==> src/rtl/quad_step_decoder.sv <==
// Quadrature A/B decoder feeding the up/down counter's enable/direction pins.
// Optional glitch filter on the synchronised phases, enabled by QDEC_FILTER_EN.
module quad_step_decoder #(
  parameter int STEP_DIV   = 1,
  parameter int FILTER_LEN = 4
) (
  input  logic       clk,
  input  logic       rst,
  input  logic       enc_a,
  input  logic       enc_b,
  input  logic       err_clr,
  output logic       enable,
  output logic       direction,
  output logic       err,
  output logic [7:0] err_cnt
);

  generate
    if (!(STEP_DIV == 1 || STEP_DIV == 2 || STEP_DIV == 4)) begin : g_bad_step_div
      $error("quad_step_decoder: STEP_DIV must be 1, 2 or 4");
    end
    if (FILTER_LEN < 2 || FILTER_LEN > 15) begin : g_bad_filter_len
      $error("quad_step_decoder: FILTER_LEN must be in 2..15");
    end
  endgenerate

  localparam logic signed [3:0] DIV_P = 4'(STEP_DIV);
  localparam logic signed [3:0] DIV_N = -DIV_P;

  logic [1:0]        a_sync_r;
  logic [1:0]        b_sync_r;
  logic [1:0]        syn_s;
  logic [1:0]        ab_s;
  logic [1:0]        prev_ab_r;
  logic signed [3:0] acc_r;
  logic signed [3:0] acc_nx_s;
  logic signed [3:0] sum_s;
  logic              fwd_s;
  logic              rev_s;
  logic              ill_s;
  logic              step_s;
  logic              dir_nx_s;

  // Two-flop synchronisers; bit 0 is stage 1, bit 1 is stage 2
  always_ff @(posedge clk or posedge rst) begin
    if (rst) begin
      a_sync_r <= 2'b00;
      b_sync_r <= 2'b00;
    end else begin
      a_sync_r <= {a_sync_r[0], enc_a};
      b_sync_r <= {b_sync_r[0], enc_b};
    end
  end

  assign syn_s = {a_sync_r[1], b_sync_r[1]};

`ifdef QDEC_FILTER_EN
  localparam logic [3:0] FCNT_MAX = 4'(FILTER_LEN - 1);

  logic [1:0]      filt_r;
  logic [1:0][3:0] fcnt_r;

  // Per-phase glitch filter: a new level must persist FILTER_LEN cycles
  always_ff @(posedge clk or posedge rst) begin
    if (rst) begin
      filt_r <= 2'b00;
      fcnt_r <= '0;
    end else begin
      for (int i = 0; i < 2; i++) begin
        if (syn_s[i] != filt_r[i]) begin
          if (fcnt_r[i] == FCNT_MAX) begin
            filt_r[i] <= syn_s[i];
            fcnt_r[i] <= 4'd0;
          end else begin
            fcnt_r[i] <= fcnt_r[i] + 4'd1;
          end
        end else begin
          fcnt_r[i] <= 4'd0;
        end
      end
    end
  end

  assign ab_s = filt_r;
`else
  assign ab_s = syn_s;
`endif

  // Classify the AB transition as forward, reverse, illegal or none
  always_comb begin
    fwd_s = 1'b0;
    rev_s = 1'b0;
    ill_s = 1'b0;
    case ({prev_ab_r, ab_s})
      4'b00_10, 4'b10_11, 4'b11_01, 4'b01_00: fwd_s = 1'b1;
      4'b00_01, 4'b01_11, 4'b11_10, 4'b10_00: rev_s = 1'b1;
      4'b00_11, 4'b11_00, 4'b01_10, 4'b10_01: ill_s = 1'b1;
      default: begin
        fwd_s = 1'b0;
        rev_s = 1'b0;
        ill_s = 1'b0;
      end
    endcase
  end

  // Substep accumulation; a step fires when the sum reaches +/-STEP_DIV
  always_comb begin
    step_s   = 1'b0;
    dir_nx_s = direction;
    sum_s    = acc_r;
    acc_nx_s = acc_r;
    if (fwd_s) begin
      sum_s = acc_r + 4'sd1;
    end else if (rev_s) begin
      sum_s = acc_r - 4'sd1;
    end else begin
      sum_s = acc_r;
    end
    if (sum_s == DIV_P) begin
      step_s   = 1'b1;
      dir_nx_s = 1'b1;
      acc_nx_s = 4'sd0;
    end else if (sum_s == DIV_N) begin
      step_s   = 1'b1;
      dir_nx_s = 1'b0;
      acc_nx_s = 4'sd0;
    end else begin
      acc_nx_s = sum_s;
    end
  end

  // Decode state and registered outputs
  always_ff @(posedge clk or posedge rst) begin
    if (rst) begin
      prev_ab_r <= 2'b00;
      acc_r     <= 4'sd0;
      enable    <= 1'b0;
      direction <= 1'b0;
      err       <= 1'b0;
    end else begin
      prev_ab_r <= ab_s;
      acc_r     <= acc_nx_s;
      enable    <= step_s;
      direction <= dir_nx_s;
      err       <= ill_s;
    end
  end

  // Saturating error count; clear takes priority over a coincident error
  always_ff @(posedge clk or posedge rst) begin
    if (rst) begin
      err_cnt <= 8'd0;
    end else if (err_clr) begin
      err_cnt <= 8'd0;
    end else if (ill_s && (err_cnt != 8'd255)) begin
      err_cnt <= err_cnt + 8'd1;
    end else begin
      err_cnt <= err_cnt;
    end
  end

endmodule

==> config.mk <==
export PLATFORM = sky130hd
export DESIGN_NAME = quad_step_decoder
export DESIGN_NICKNAME = d
export VERILOG_FILES = /design/src/rtl/quad_step_decoder.sv
export SDC_FILE = /design/constraint.sdc
export NUM_CORES = 1
export LEC_CHECK = 0
export ABC_AREA = 0
export CAP_MARGIN = 20
export CORE_MARGIN = 5
export CORE_UTILIZATION = 33
export DETAILED_ROUTE_END_ITERATION = 10
export PLACE_DENSITY = 0.65
export SYNTH_ARGS = -nofsm -noshare
export SYNTH_HDL_FRONTEND = slang
export SYNTH_SLANG_ARGS = --single-unit
==> constraint.sdc <==
create_clock -name clk -period 2.3 [get_ports clk]
set_clock_uncertainty 0.05 [all_clocks]
set_input_delay 0.46 -clock clk [delete_from_list [all_inputs] [get_ports clk]]
set_output_delay 0.46 -clock clk [all_outputs]
set_load 0.01 [all_outputs]
==> reports/metrics.yaml, run 1 <==
yosys:
  synth.lib_cells_used.distinct: 33
  ys.flop_type: "dfrtp_1"
  avgSynthCellArea_sq_um: 9.97
  synth_seq_cells: 21
  syn-cell-area_sq_um: 1160
  synth_warnings: 0
  yosysSeqAreaShare_pct: 45.5
  synth_nets: 124
  synthCells: 116
  synth_edf_count: 0
  synthArstFlopShare_pct: 100
clock_tree:
  worstSkewPairLatency_ps: 300
  cts-htree-levels: 1
  cts-root-buf: "clkbuf_4"
  numCtsBuffers: 3
  cts_hold_repair.buffers: 0
  clockBufferDepth: 2
  cts_resized: 0
  clkTransAtPathRegs_ps: 110
  cts.sinks: 21
  tritoncts: "built"
  post-cts-setup-buffers: 0
critical_path:
  crit_type: "reg -> reg"
  end_kind: "flop"
  cp-start-kind: "flop"
  worstPathRequired_ps: 2450
  crit_fanout: 6
  r2r_start: "prev_ab_r[1]"
  worst_ep_arrival_time_ps: 2150
  crit_start: "prev_ab_r[1]"
global_route:
  grt_usage_pct: 10.3
  grt_pass1_vias: 940
  grt_max_degree: 22
  overflow: 0
  antenna_found_initial: 0
  grt_pass1_wl_um: 4140
job:
  maxCapViolCount: 0
timing:
  max_freq_mhz: 500
  period_share_pct: 86.9
  finalSetupTns_ps: 0
  relSlewSlack_pct: 66.9
  final_hold_viol_count: 0
  rsz0062_at_grt: "no"
  worstMarginPinSlew_ps: 493
  final_max_slew_viol_count: 0
  period_needed_ps: 2000
  setup_violations: 0
run_status:
  status: "finished clean"
route:
  drc: 0
  topRoutingLayerUsed: "met4"
  routed_wl_um: 2340
  drt-initial-drc-count: 126
  via_count: 949
  drt-pass1-iter-count: 4
  viasPerCell: 5.24
  routedWlPerCell_um: 12.9
  wl_met3_um: 153
  dr_wl_met2_um: 1110
  wl_met1_um: 1030
  antenna_left: 0
cells_and_area:
  drive_gt1_share_pct: 8.15
  diodes: 0
  syn_to_final_growth_pct: 20.6
  num-nets-final: 144
  finalNonFillerCells: 181
  mostFrequentLayoutCells: "21 x dfrtp_1, 15 x clkdlybuf4s50_1, 12 x nor2_1"
  final_common_cell: "dfrtp_1"
place:
  place_congestion: 0.923
  hpwlAfterDp_um: 1770
  port_buffers: 15
  place_inst: 177
die:
  dieWidth_um: 69.2
  die_y_um: 69.2
  rows: 21
  core_sq_um: 3360
  ioPinCount: 16
  initial_core_util_pct: 34.4
  die-area_sq_um: 4790
min_path:
  worst_hold_path_type: "reg -> reg"
  worstHoldStart: "a_sync_r[0]"
power:
  power_leakage_nw: 0.577
  vdd_drop_max_mv: 0.341
  p_per_area_nw_per_um2: 861
-- state kept, by name, summed over array words and instances (netlist names) --
register   count
err_cnt        8
acc_r          4
a_sync_r       2
b_sync_r       2
prev_ab_r      2
direction      1
enable         1
err            1
-- layout make-up --
cell class	instances	area [sq um]
Clock buffer	4	26.3
Fill cell	367	1970
Inverter	5	18.8
Multi-Input combinational cell	89	608
Sequential cell	21	526
Tap cell	46	57.6
Timing Repair Buffer	16	158
-- stage by stage --
| step | hold slack [ps] | setup WS [ps] | area, sq um | util (%) | power (W) |
|---|---|---|---|---|---|
| 6_report | 317 | 300 | 1390 | 41.4 | 0.00120 |
| 5_1_grt | 331 | 154 | 1390 | 41.4 | 0.00130 |
| 4_1_cts | 318 | 290 | 1390 | 41.4 | 0.00121 |
| 3_5_place_dp | 291 | 301 | 1370 | 40.7 | 0.00103 |
| 3_3_place_gp | 285 | 399 | 1370 | 40.7 | 0.00102 |
| 2_1_floorplan | 281 | 533 | 1160 | - | 0.000890 |
-- cell families after synthesis --
family	after synthesis	synth area share, %
and+or+nand+nor	43	20.0
AOI/OAI and AO/OA	25	15.6
DFF	21	45.5
xor gates and xnor gates	17	12.9
buffers and inverters	6	1.95
adders and majority gates	3	3.25
muxes	1	0.866
-- final timing paths --
path	endpoint	slack [ps]	depth (start not counted)
min in group asynchronous	acc_r[2]	430	3
worst max-delay path	acc_r[0]	300	5
max in group asynchronous	err_cnt[6]	1550	3
worst min-delay path	a_sync_r[1]	320	0
worst min register to register	a_sync_r[1]	320	0
worst max register to register	acc_r[0]	300	5
-- synthesized netlist by cell type (4+ instances only) --
cell	count	share of area, %
a21oi_1	7	3.0
and3_1	5	2.7
dfrtp_1	21	45
inv_1	5	1.6
nand2_1	4	1.3
nand3_1	7	3.0
nand4_1	4	2.2
nor2_1	12	3.9
nor3_1	4	1.7
o21ai_0	4	1.7
xnor2_1	9	6.8
xor2_1	8	6.1
-- critical path, cell delays in order (launching register included) --
cell and delay, ps:
dfrtp_1 460, xnor2_1 460, and3_2 320, o21ai_0 140
a221oi_2 280, and3b_1 190
-- metal layers --
metal | up-vias | track usage (%)
met5 | - | 0
met4 | 0 | 3.90
met3 | 8 | 2.32
met2 | 37 | 16.6
met1 | 443 | 13.4
li1 | 461 | -
-- report_power, final --
part | switching, W | internal (W) | total (W)
registers | 0.0000675 | 0.000427 | 0.000495
clock network | 0.000107 | 0.0000676 | 0.000174
logic | 0.000282 | 0.000249 | 0.000531
No activity file was read; power rests on OpenSTA's default activity.
==> run 2, diff against run 1 <==
--- a/config.mk
+++ b/config.mk
@@ -10,6 +10,7 @@
 export CORE_MARGIN = 5
 export CORE_UTILIZATION = 33
 export DETAILED_ROUTE_END_ITERATION = 10
+export MAX_ROUTING_LAYER = met4
 export PLACE_DENSITY = 0.65
 export SYNTH_ARGS = -nofsm -noshare
 export SYNTH_HDL_FRONTEND = slang
==> reports/metrics.yaml, run 2 (synthesized netlist as in run 1, its figures left out) <==
timing:
  finalSetupTns_ps: 0
  period_needed_ps: 2000
  final_hold_viol_count: 0
  period_share_pct: 86.9
  setup_violations: 0
  max_freq_mhz: 500
  relSlewSlack_pct: 67.7
  rsz0062_at_grt: "no"
  final_max_slew_viol_count: 0
  worstMarginPinSlew_ps: 481
critical_path:
  worst_ep_arrival_time_ps: 2160
  crit_fanout: 6
  crit_slowest_cell: "dfrtp_1"
  end_kind: "flop"
  critPathTopFamily: "simple AND/OR/NAND/NOR gates"
  critPathMaxStageDelay_ps: 480
  worstPathRequired_ps: 2460
  crit_type: "reg -> reg"
  crit_chain: "xor2_1, and3_2, o21ai_0, a221oi_2, and3b_1"
  cp_num_buf_inv: 0
  cp-start-kind: "flop"
die:
  ioPinCount: 16
  initial_core_util_pct: 34.4
  die-area_sq_um: 4790
  die_y_um: 69.2
  dieWidth_um: 69.2
  core_sq_um: 3360
  rows: 21
place:
  port_buffers: 15
  place_inst: 177
  hpwlAfterDp_um: 1750
  place_congestion: 0.948
global_route:
  grt_pass1_wl_um: 4230
  grt_pass1_vias: 972
  antenna_found_initial: 0
  grt_max_degree: 22
  grt_usage_pct: 10.7
  overflow: 0
cells_and_area:
  largest_reg_flops: 8
  mostFrequentLayoutCells: "21 x dfrtp_1, 15 x clkdlybuf4s50_1, 12 x nor2_1"
  diodes: 0
  finalNonFillerCells: 181
  syn_to_final_growth_pct: 20.9
  num-nets-final: 144
  regMostFlops: "err_cnt"
  final_common_cell: "dfrtp_1"
  drive_gt1_share_pct: 8.89
  utilization_pct: 41.6
  reg_top3: "err_cnt: 8 flops, acc_r: 4 flops"
job:
  maxCapViolCount: 0
route:
  viasPerCell: 5.22
  antenna_left: 0
  routedWlPerCell_um: 12.9
  routed_wl_um: 2330
  drc: 0
  via_count: 945
  drt-initial-drc-count: 112
  drt-pass1-iter-count: 4
clock_tree:
  cts.sinks: 21
  post-cts-setup-buffers: 0
  numCtsBuffers: 3
  cts-htree-levels: 1
  clockBufferDepth: 2
  worstSkewPairLatency_ps: 310
  clkTransAtPathRegs_ps: 130
  cts_resized: 0
  cts_hold_repair.buffers: 0
  cts-root-buf: "clkbuf_4"
  tritoncts: "built"
power:
  p_per_area_nw_per_um2: 867
  power_leakage_nw: 0.576
  vdd_drop_max_mv: 0.369
  total_power_w: 0.00121
run_status:
  status: "finished clean"
min_path:
  worst_hold_path_type: "reg -> reg"
-- run 2: cell count changes in the layout (fill, tap and decap cells not counted), sizes merged --
cell / change
clkbuf: -1
clkinvlp: +1
-- run 2: worst paths after layout --
| check | end | slack (ps) | cells past startpoint | startpoint |
|---|---|---|---|---|
| worst min register to register | a_sync_r[1] | 310 | 0 | a_sync_r[0] |
| worst min-delay path | a_sync_r[1] | 310 | 0 | a_sync_r[0] |
| worst max-delay path | acc_r[0] | 300 | 5 | a_sync_r[1] |
| min in group asynchronous | err_cnt[3] | 410 | 3 | rst |
| worst max register to register | acc_r[0] | 300 | 5 | a_sync_r[1] |
| max in group asynchronous | acc_r[2] | 1570 | 3 | rst |
-- run 2: report_power, final --
part,internal (W),switching (W)
Clock,0.0000662,0.000120
Sequential,0.000427,0.0000654
Combinational,0.000249,0.000284
-- run 2: layer usage --
metal	vias up	share of wire, %	track usage [%]
li1	460	-	-
met1	451	45	13.3
met2	32	48	17.2
met3	2	5.4	3.77
met4	0	0.64	1.74
met5	-	0	-
-- run 2: metrics by stage --
stage               setup WS [ps]  cell area, sq um  hold WS (ps)
floorplan                     533              1160           281
global placement              399              1370           285
detailed placement            298              1370           285
CTS                           252              1400           315
global route                  134              1400           321
finish                        302              1400           314
-- run 2: final cells by class --
cell class | instances | area [sq um]
timing repair buffer | 16 | 158
clock buffer | 3 | 22.5
fill | 356 | 1970
sequential | 21 | 526
tap | 46 | 57.6
inverter | 5 | 18.8
clock inverter | 1 | 7.51
multi-input combinational | 89 | 608
